## src/rtl/alu_ctrl_seq.sv

```systemverilog
// Registered, handshaked ALU control decoder. It also sequences multi-cycle
// (mult/div class) operations with a down-counter and one step pulse per cycle.
`timescale 1ns/1ps

module alu_ctrl_seq #(
    parameter int          FUNC_W    = 6,
    parameter logic [2:0]  MC_HI     = 3'b011,
    parameter int          MC_CYCLES = 8,
    localparam int         CNT_W     = $clog2(MC_CYCLES + 1)
) (
    input  logic              clk,
    input  logic              rst_n,
    input  logic              i_flush,
    input  logic              i_in_valid,
    output logic              o_in_ready,
    input  logic [2:0]        i_alu_op,
    input  logic [FUNC_W-1:0] i_funct,
    output logic              o_out_valid,
    input  logic              i_out_ready,
    output logic [3:0]        o_alu_ctrl,
    output logic              o_mc_busy,
    output logic              o_mc_step,
    output logic [CNT_W-1:0]  o_mc_count
);

    typedef enum logic [1:0] {
        ST_IDLE = 2'd0,
        ST_OUT  = 2'd1,
        ST_MC   = 2'd2
    } state_t;

    localparam logic [CNT_W-1:0] MC_LOAD = CNT_W'(MC_CYCLES - 1);

    state_t             r_state;
    state_t             w_next_state;
    logic [3:0]         r_alu_ctrl;
    logic [CNT_W-1:0]   r_mc_count;
    logic [2:0]         w_base;
    logic               w_is_mc;
    logic               w_accept;

    if (MC_CYCLES < 1) begin : g_bad_cycles
        $error("alu_ctrl_seq: MC_CYCLES must be at least 1");
    end

    // Narrow funct fields cannot encode the multi-cycle marker at all.
    if (FUNC_W >= 6) begin : g_mc_decode
        assign w_is_mc = (i_alu_op[2:1] == 2'b01) && (i_funct[5:3] == MC_HI);
    end else begin : g_no_mc_decode
        assign w_is_mc = 1'b0;
    end

    always_comb begin
        w_base = 3'b000;
        casez (i_alu_op)
            3'b000: w_base = 3'b000;
            3'b001: w_base = 3'b010;
            3'b01?: begin
                case (i_funct[2:0])
                    3'b000:  w_base = 3'b110;
                    3'b001:  w_base = 3'b000;
                    3'b010:  w_base = 3'b010;
                    3'b011:  w_base = 3'b001;
                    3'b100:  w_base = 3'b101;
                    3'b101:  w_base = 3'b111;
                    3'b110:  w_base = 3'b101;
                    default: w_base = 3'b111;
                endcase
            end
            default: w_base = i_alu_op;
        endcase
    end

    // flush overrides every transition, including an accept in IDLE.
    always_comb begin
        w_next_state = r_state;
        w_accept     = 1'b0;
        if (i_flush) begin
            w_next_state = ST_IDLE;
        end else begin
            case (r_state)
                ST_IDLE: begin
                    if (i_in_valid) begin
                        w_accept     = 1'b1;
                        w_next_state = w_is_mc ? ST_MC : ST_OUT;
                    end
                end
                ST_MC: begin
                    if (r_mc_count == '0) begin
                        w_next_state = ST_OUT;
                    end
                end
                ST_OUT: begin
                    if (i_out_ready) begin
                        w_next_state = ST_IDLE;
                    end
                end
                default: w_next_state = ST_IDLE;
            endcase
        end
    end

    always_ff @(posedge clk or negedge rst_n) begin
        if (!rst_n) begin
            r_state    <= ST_IDLE;
            r_alu_ctrl <= 4'b0000;
            r_mc_count <= '0;
        end else begin
            r_state <= w_next_state;
            if (i_flush) begin
                r_mc_count <= '0;
            end else if (w_accept) begin
                r_alu_ctrl <= {w_is_mc, w_base};
                r_mc_count <= w_is_mc ? MC_LOAD : '0;
            end else if ((r_state == ST_MC) && (r_mc_count != '0)) begin
                r_mc_count <= r_mc_count - CNT_W'(1);
            end
        end
    end

    assign o_in_ready  = (r_state == ST_IDLE);
    assign o_out_valid = (r_state == ST_OUT);
    assign o_mc_busy   = (r_state == ST_MC);
    assign o_mc_step   = (r_state == ST_MC);
    assign o_alu_ctrl  = r_alu_ctrl;
    assign o_mc_count  = r_mc_count;

endmodule
```

## config.mk

```make
export PLATFORM = sky130hd
export DESIGN_NAME = alu_ctrl_seq
export DESIGN_NICKNAME = d
export VERILOG_FILES = /design/src/rtl/alu_ctrl_seq.sv
export SDC_FILE = /design/constraint.sdc
export NUM_CORES = 1
export LEC_CHECK = 0
export CORE_UTILIZATION = 44
export CTS_CLUSTER_DIAMETER = 50
export CTS_CLUSTER_SIZE = 16
export DETAILED_ROUTE_END_ITERATION = 8
export PLACE_DENSITY = 0.82
export SLEW_MARGIN = 20
export SYNTH_ARGS = -nofsm -noshare
export SYNTH_HDL_FRONTEND = slang
export SYNTH_SLANG_ARGS = --single-unit
```

## constraint.sdc

```tcl
create_clock -name clk -period 4.7 [get_ports clk]
set_clock_uncertainty 0.15 [all_clocks]
set_input_delay 0.94 -clock clk [delete_from_list [all_inputs] [get_ports clk]]
set_output_delay 0.94 -clock clk [all_outputs]
set_load 0.02 [all_outputs]
```

# == After elaboration in Yosys (flattened, before gate mapping) ==
# Index checks and enable logic that the tools add are counted.
# op_classes
mux,15
bitwise,1
addsub,1
n_reduce_logical,11
n_eq_ne,13
# ops
op,count
one-hot mux 3 bit (5 select lines),1
2-to-1 mux 4 bit,3
2-to-1 mux 2 bit,5
equality test 3 x 2 -> 1 bit (second input constant),3
one-hot mux 3 bit (3 select lines),1
equality test 3 x 1 -> 1 bit (second input constant),2
equality test 3 bit (second input constant),2
zero test 3 bit,2
inequality test 3 x 2 -> 1 bit (second input constant),2
one-hot mux 2 bit (3 select lines),1
equality test 2 x 1 -> 1 bit (second input constant),2
zero test 4 bit,1
nonzero test 4 bit,1
subtractor 4 x 1 -> 4 bit (second input constant),1
2-to-1 mux 1 bit,3
2-to-1 mux 3 bit,1
inequality test 3 bit (second input constant),1
AND reduction 3 bit,1
nonzero test 3 bit,1
equality test 2 bit (second input constant),1
logical AND 1 bit,2
zero test 2 bit,1
AND reduction 2 bit,1
OR reduction 2 bit,1
NOT 1 bit,1
# totals
reg_bits,10
out_inout_bits,12
word_cells,44

# == Logic depth before layout (Yosys ltp) ==
# Gate-level depths: netlist of the first run.
# logic_depth
word_depth,6
mapped_depth,5
ltp_nobuf,5

# == Least setup slack after synthesis of the first run ==
# No wires, ideal clock.
# synth_path
path_kind,reg2out
startpoint,reg r_state[0]
endpoint,out o_mc_step
path_stages_with_launch,4
required_time_ns,3.610
t_arrival_ns,0.947
path_slack_ns,2.663
path_cell_list,dfrtp_1 -> nand2b_4 -> inv_1 -> buf_4
# synth_via
elab_chain_cells,1
# synth_rtl
element,line,source
start: declaration,34,state_t r_state;
start signal: assignment,109,r_state <= w_next_state;
equality test 2 bit,-,
end: declaration,22,"output logic o_mc_step,"
# No other way between the ends.

# == Worst setup path in the final report of the first run ==
# layout_path
startpoint,reg r_state[0]
endpoint,out o_mc_step
# layout_via
elab_chain_cells,1
# layout_rtl
element,line,source
equality test 2 bit,124,assign o_mc_step = (r_state == ST_MC);
# No other way between the ends.

==> results of run 1 <==
==> cells by family after synthesis <==
family / count (synthesis) / synth area share
mux: 1 / 0.0175
buf+inv: 8 / 0.0526
simple gates: 27 / 0.281
fa+ha+maj: 2 / 0.0390
flops: 10 / 0.390
compound gates: 20 / 0.207
xor+xnor: 1 / 0.0136
==> per-layer routing <==
metal  GRT usage  vias up  part of all wire
li1            -      307                 -
met1       0.302      282              0.48
met2       0.331       15              0.46
met3      0.0500        5             0.043
met4       0.142        0             0.019
met5           0        -                 0
==> power groups by stage <==
stage / logic (mW) / clock network [mW] / registers, mW
after floorplan: 0.0274 / 0 / 0.110
after global placement: 0.0718 / 0 / 0.101
after detailed placement: 0.0732 / 0 / 0.102
after CTS: 0.0736 / 0.0834 / 0.100
after global routing: 0.0802 / 0.0877 / 0.101
final: 0.0732 / 0.0827 / 0.100
==> Yosys cell counts <==
master                       n
sky130_fd_sc_hd__nor3b_1     3
sky130_fd_sc_hd__nand2b_4    1
sky130_fd_sc_hd__inv_1       6
sky130_fd_sc_hd__nand3_1     1
sky130_fd_sc_hd__o21bai_1    2
sky130_fd_sc_hd__ha_1        2
sky130_fd_sc_hd__a22oi_1     1
sky130_fd_sc_hd__clkbuf_1    1
sky130_fd_sc_hd__or3_1       1
sky130_fd_sc_hd__buf_4       1
sky130_fd_sc_hd__a311oi_1    2
sky130_fd_sc_hd__or3_2       1
sky130_fd_sc_hd__o22ai_1     1
sky130_fd_sc_hd__a2bb2oi_1   1
sky130_fd_sc_hd__a21oi_1     5
sky130_fd_sc_hd__nand2_1     4
sky130_fd_sc_hd__mux2_2      1
sky130_fd_sc_hd__o21ai_0     6
sky130_fd_sc_hd__nand2b_1    2
sky130_fd_sc_hd__nor3_1      3
sky130_fd_sc_hd__a2111oi_2   1
sky130_fd_sc_hd__xnor2_1     1
sky130_fd_sc_hd__or4b_1      1
sky130_fd_sc_hd__or3b_2      1
sky130_fd_sc_hd__or4_1       1
sky130_fd_sc_hd__and2b_2     1
sky130_fd_sc_hd__nor4bb_1    1
sky130_fd_sc_hd__nor2b_1     3
sky130_fd_sc_hd__dfrtp_1    10
sky130_fd_sc_hd__nand4bb_1   1
sky130_fd_sc_hd__o31ai_1     1
sky130_fd_sc_hd__nor2_1      2
==> sequential cells by signal, summed over array words and instances (netlist names) <==
name,flops
r_state,2
o_alu_ctrl,4
o_mc_count,4
==> stage by stage <==
step                power, mW  setup WS (ns)  hold slack [ns]
finish                  0.256           1.95            0.333
global placement        0.173           2.03            0.316
global route            0.269           1.85            0.367
floorplan               0.137           2.66            0.437
detailed placement      0.175           1.97            0.320
CTS                     0.257           1.94            0.336
==> area by class of cell <==
cell class	instances	share of cell area
flip-flops and latches	10	0.267
multi-input cells	51	0.382
repair buffers	25	0.267
inverters	6	0.0241
well taps	15	0.0201
clock buffers	4	0.0388
==> critical path, stage by stage (launching register included) <==
cell	delay, ns
sky130_fd_sc_hd__dfrtp_1	0.45
sky130_fd_sc_hd__nand2b_4	0.19
sky130_fd_sc_hd__inv_1	0.12
sky130_fd_sc_hd__clkdlybuf4s50_1	0.62
==> final timing paths <==
path	cells past startpoint	slack (ns)	endpoint	start
worst max register to register	5	2.74	o_mc_count[0]	o_mc_count[0]
worst max-delay path	3	1.95	o_mc_step	r_state[0]
max in group asynchronous	1	3.23	o_alu_ctrl[0]	rst_n
min in group asynchronous	1	0.83	o_mc_count[1]	rst_n
worst min register to register	2	0.33	o_alu_ctrl[2]	o_alu_ctrl[2]
worst min-delay path	2	0.33	o_alu_ctrl[2]	o_alu_ctrl[2]
==> PnR_summary.wiki, run 1 <==
{| class="wikitable"
! Metric !! Value
|-
| Run status || complete, no violations
|-
| H-tree Lvls || 1
|-
| N_diodes || 0
|-
| Count of nets left with antenna violations after detail routing || 0
|-
| Clock Sinks || 10
|-
| Maximum achievable frequency || 364 MHz
|-
| Filler cell count || 111
|-
| Netlist area before placement || 642 sq um
|-
| Area of the multi-input gates || 358 sq um
|-
| Number of cells produced by synthesis || 69
|-
| Std-Cell Rows || 13
|-
| Post-synthesis cell type count || 32
|-
| Vias per cell || 5.49
|-
| Via count of the first global-routing pass || 516
|-
| Placed instance count || 107
|-
| RSZ-0062 raised after global routing || false
|-
| Die Area || 0.00162 sq mm
|-
| Pin count of the biggest net entering global routing || 11
|-
| Weighted congestion at the end of routability-driven global placement || 0.858
|-
| Buffer cell driving the clock tree root || sky130_fd_sc_hd__clkbuf_4
|-
| Final std cell area, no fill || 936 sq um
|-
| Worst hold path type || register to register
|-
| Overall Global Routing Usage || 0.227
|-
| Clock tree from TritonCTS || built
|-
| Max transition margin || 0.596
|-
| Seq cells post-synth || 10
|-
| Proportion of power drawn by the clock network || 0.323
|-
| Most area-hungry cell type in the Yosys netlist || sky130_fd_sc_hd__dfrtp_1
|-
| Final period utilization || 0.585
|-
| Routed via count || 609
|-
| Critical path data required time || 3.61 ns
|-
| Initial cell density of the core || 0.481
|-
| Capturing element type of the critical path || output port
|-
| Per-cell routed wire length || 13.9 um
|-
| IO Count || 26
|-
| First DRT Iteration DRCs || 11
|-
| Post-CTS repair timing setup buffer count || 0
|-
| Switching power as a share of total power || 0.301
|-
| Mapped Avg Cell Area || 9.30 sq um
|-
| Combinational group share of total power || 0.286
|-
| Most common cell after layout, fill and taps aside || sky130_fd_sc_hd__clkdlybuf4s50_1
|-
| Crit start category || register
|-
| Antenna violations before repair || 0
|-
| Final period demand of the worst path || 2.75 ns
|-
| Die extent in y || 40.2 um
|-
| Proportion of netlist area held by the largest area contributor || 0.390
|-
| Maximum clock insertion buffer count || 2
|-
| Post-detailed-route DRC marker count || 0
|-
| Data arrival time at the worst-slack endpoint || 1.66 ns
|-
| CTS hold repair buffers || 0
|-
| PD cells || 273 mW/mm^2
|-
| Most frequent cells in the layout || sky130_fd_sc_hd__clkdlybuf4s50_1, sky130_fd_sc_hd__dfrtp_1, sky130_fd_sc_hd__inv_1, sky130_fd_sc_hd__o21ai_0, sky130_fd_sc_hd__a21oi_1
|-
| Transition at the pin with the smallest max-transition slack || 0.604 ns
|-
| Footprint of the flip-flops and latches || 250 sq um
|-
| Number of nets at the end of the flow || 113
|-
| Post-layout instance count excluding filler cells || 111
|-
| Yosys synthesis warning count || 0
|-
| Total of endpoints with negative setup slack in the final report || 0
|-
| CTS-repair resized insts || 0
|-
| Overall overflow remaining after global route || 0
|-
| Length of the first detailed-routing pass in iterations || 4
|-
| MaxCap Viol Count || 0
|-
| Die width || 40.2 um
|-
| Number of buffers created by CTS || 3
|-
| Setup TNS || 0 ns
|-
| Core outline area || 0.00133 sq mm
|-
| Post-Route Utilization || 0.702
|-
| Number of hold-slack violations in the final timing report || 0
|-
| Startpoint-to-endpoint class of the critical path || register to output port
|-
| Internal Dissipation || 0.179 mW
|-
| Sequential fraction of design power || 0.391
|-
| Number of buffers added on ports || 25
|-
| Biggest area contributors in the synthesized netlist || sky130_fd_sc_hd__dfrtp_1, sky130_fd_sc_hd__o21ai_0, sky130_fd_sc_hd__a21oi_1
|-
| Maximum net fanout on the critical path || 8
|-
| Synthesized net count || 85
|-
| NetSw || 0.0770 mW
|-
| WL final || 1550 um
|-
| Area Growth Syn to Fin || 45.8%
|-
| Part of the Yosys area used for sequential elements || 0.390
|-
| Fraction of final layout cells sized beyond drive strength 1 || 0.104
|-
| Skew-Pair Late Insertion Delay || 0.28 ns
|-
| Clock-pin slew on the worst setup and hold paths || 0.07 ns
|-
| Final HPWL DP || 1160 um
|-
| VDD IR-drop max || 0.197 mV
|-
| Dpl cell area || 900 sq um
|-
| First-pass GRT wire length || 2300 um
|-
| Count of final max-slew check failures || 0
|-
| Cell leakage power || 0.385 nW
|}
(Power assumes the default switching activity.)
==> run 2, diff against run 1 <==
Settings changed: CORE_UTILIZATION 44 to 41, PLACE_DENSITY 0.82 to 0.78.
Clock period 4.7 ns to 2.8 ns, I/O delays scaled along.
==> run 2 against run 1 <==
Effect of this change: routed wire length rose by 7.1%; worst hold slack better by 0.0094 ns; sequential power increased by 69%; final cell count rose by 0.90%; core utilization down 1.9 points; combinational power rose by 72%; critical endpoint unchanged; largest cell class unchanged; highest routed layer unchanged.
==> PnR_summary.wiki, run 2 (synthesis gave the netlist of run 1 again) <==
{| class="wikitable"
! Metric !! Value
|-
| Vias per cell || 5.71
|-
| Core outline area || 0.00138 sq mm
|-
| Overall overflow remaining after global route || 0
|-
| Clock Sinks || 10
|-
| Placed instance count || 108
|-
| Die Area || 0.00173 sq mm
|-
| Cell leakage power || 0.390 nW
|-
| H-tree Lvls || 1
|-
| Internal Dissipation || 0.302 mW
|-
| Maximum achievable frequency || 417 MHz
|-
| Switching power as a share of total power || 0.302
|-
| Worst hold path type || register to register
|-
| Worst Min Path Start || o_alu_ctrl[0]
|-
| First-pass GRT wire length || 2880 um
|-
| NetSw || 0.131 mW
|-
| Final HPWL DP || 1250 um
|-
| N_diodes || 0
|-
| CTS hold repair buffers || 0
|-
| CP startpoint || r_state[0]
|-
| Maximum clock insertion buffer count || 2
|-
| MaxCap Viol Count || 0
|-
| Fraction of final layout cells sized beyond drive strength 1 || 0.113
|-
| CTS-repair resized insts || 0
|-
| Dpl cell area || 907 sq um
|-
| Most common cell after layout, fill and taps aside || sky130_fd_sc_hd__clkdlybuf4s50_1
|-
| Max transition margin || 0.595
|-
| Count of nets left with antenna violations after detail routing || 0
|-
| Per-cell routed wire length || 14.8 um
|-
| Initial cell density of the core || 0.464
|-
| Crit start category || register
|-
| Via count of the first global-routing pass || 632
|-
| Clock-pin slew on the worst setup and hold paths || 0.07 ns
|-
| Overall Global Routing Usage || 0.219
|-
| Number of hold-slack violations in the final timing report || 0
|-
| Proportion of power drawn by the clock network || 0.318
|-
| Routed via count || 639
|-
| Stage delay of the slowest cell on the critical path || 0.62 ns
|-
| Length of the first detailed-routing pass in iterations || 6
|-
| Run status || complete, no violations
|-
| Die extent in y || 41.6 um
|-
| Data arrival time at the worst-slack endpoint || 1.69 ns
|-
| VDD IR-drop max || 0.239 mV
|-
| Post-Route Utilization || 0.682
|-
| Transition at the pin with the smallest max-transition slack || 0.606 ns
|-
| Post-detailed-route DRC marker count || 0
|-
| WL final || 1660 um
|-
| Filler cell count || 99
|-
| Antenna violations before repair || 0
|-
| Most frequent cells in the layout || sky130_fd_sc_hd__clkdlybuf4s50_1, sky130_fd_sc_hd__dfrtp_1, sky130_fd_sc_hd__inv_1, sky130_fd_sc_hd__o21ai_0, sky130_fd_sc_hd__a21oi_1
|-
| Sequential fraction of design power || 0.390
|-
| Pin count of the biggest net entering global routing || 11
|-
| Capturing element type of the critical path || output port
|-
| First DRT Iteration DRCs || 27
|-
| RSZ-0062 raised after global routing || false
|-
| Buffer cell driving the clock tree root || sky130_fd_sc_hd__clkbuf_4
|-
| Skew-Pair Late Insertion Delay || 0.27 ns
|-
| Cell with the largest stage delay on the worst path || sky130_fd_sc_hd__clkdlybuf4s50_1
|-
| Maximum net fanout on the critical path || 8
|-
| Reg-to-reg startpoint || o_mc_count[0]
|-
| Area Growth Syn to Fin || 47.0%
|-
| Post-CTS repair timing setup buffer count || 0
|-
| Critical path data required time || 2.09 ns
|-
| Number of nets at the end of the flow || 114
|-
| IO Count || 26
|-
| Count of final max-slew check failures || 0
|-
| PD cells || 459 mW/mm^2
|-
| Std-Cell Rows || 13
|-
| Worst hold slack || 0.342 ns
|-
| Final period utilization || 0.857
|-
| Die width || 41.6 um
|-
| Combinational group share of total power || 0.292
|-
| Startpoint-to-endpoint class of the critical path || register to output port
|-
| Setup TNS || 0 ns
|-
| Total of endpoints with negative setup slack in the final report || 0
|-
| Final period demand of the worst path || 2.40 ns
|-
| Weighted congestion at the end of routability-driven global placement || 0.795
|-
| Final std cell area, no fill || 943 sq um
|-
| Cells along the critical path || nand2b_4, inv_1, clkdlybuf4s50_1
|-
| Clock tree from TritonCTS || built
|-
| Post-layout instance count excluding filler cells || 112
|-
| Number of buffers added on ports || 25
|-
| Number of buffers created by CTS || 3
|}
-- run 2: changes by cell type in the layout (fill, tap and decap cells not counted), sizes merged --
cell	before	now
buf	0	1
-- run 2: layout make-up --
| class | instances | area, sq um | share of cell area |
|---|---|---|---|
| multi-input combinational | 51 | 358 | 0.379 |
| clock buffer | 4 | 36.3 | 0.0385 |
| sequential | 10 | 250 | 0.265 |
| inverter | 6 | 22.5 | 0.0239 |
| timing repair buffer | 26 | 258 | 0.273 |
| tap | 15 | 18.8 | 0.0199 |
-- run 2: power by group through the flow --
stage | Clock (mW) | Sequential, mW | Combinational, mW
floorplan | 0 | 0.184 | 0.0460
global placement | 0 | 0.171 | 0.122
detailed placement | 0 | 0.172 | 0.125
CTS | 0.139 | 0.168 | 0.127
global route | 0.150 | 0.171 | 0.138
finish | 0.138 | 0.169 | 0.126
-- run 2: worst paths after layout --
kind | slack (ns) | endpoint | cells past startpoint
worst min-delay path | 0.34 | o_alu_ctrl[0] | 2
worst max-delay path | 0.40 | o_mc_step | 3
min in group asynchronous | 0.45 | o_mc_count[0] | 1
worst max register to register | 0.80 | o_mc_count[0] | 5
worst min register to register | 0.34 | o_alu_ctrl[0] | 2
max in group asynchronous | 1.74 | o_alu_ctrl[3] | 1
-- run 2: worst max-delay path, delay by kind of cell, from the launching register on --
kind          cells  cell delay [ns]
buf+inv           2             0.75
simple gates      1             0.20
flops             1             0.45
-- run 2: stage by stage --
step | total power, mW | setup WS [ns]
2_1_floorplan | 0.230 | 0.967
3_3_place_gp | 0.293 | 0.546
3_5_place_dp | 0.297 | 0.461
4_1_cts | 0.434 | 0.409
5_1_grt | 0.458 | 0.338
6_report | 0.433 | 0.402
-- run 2: layer usage --
layer	vias to the layer above	wire, um	track usage
met5	-	0	0
met4	0	51	0.129
met1	301	704	0.271
li1	307	-	-
met2	24	772	0.328
met3	7	126	0.0739
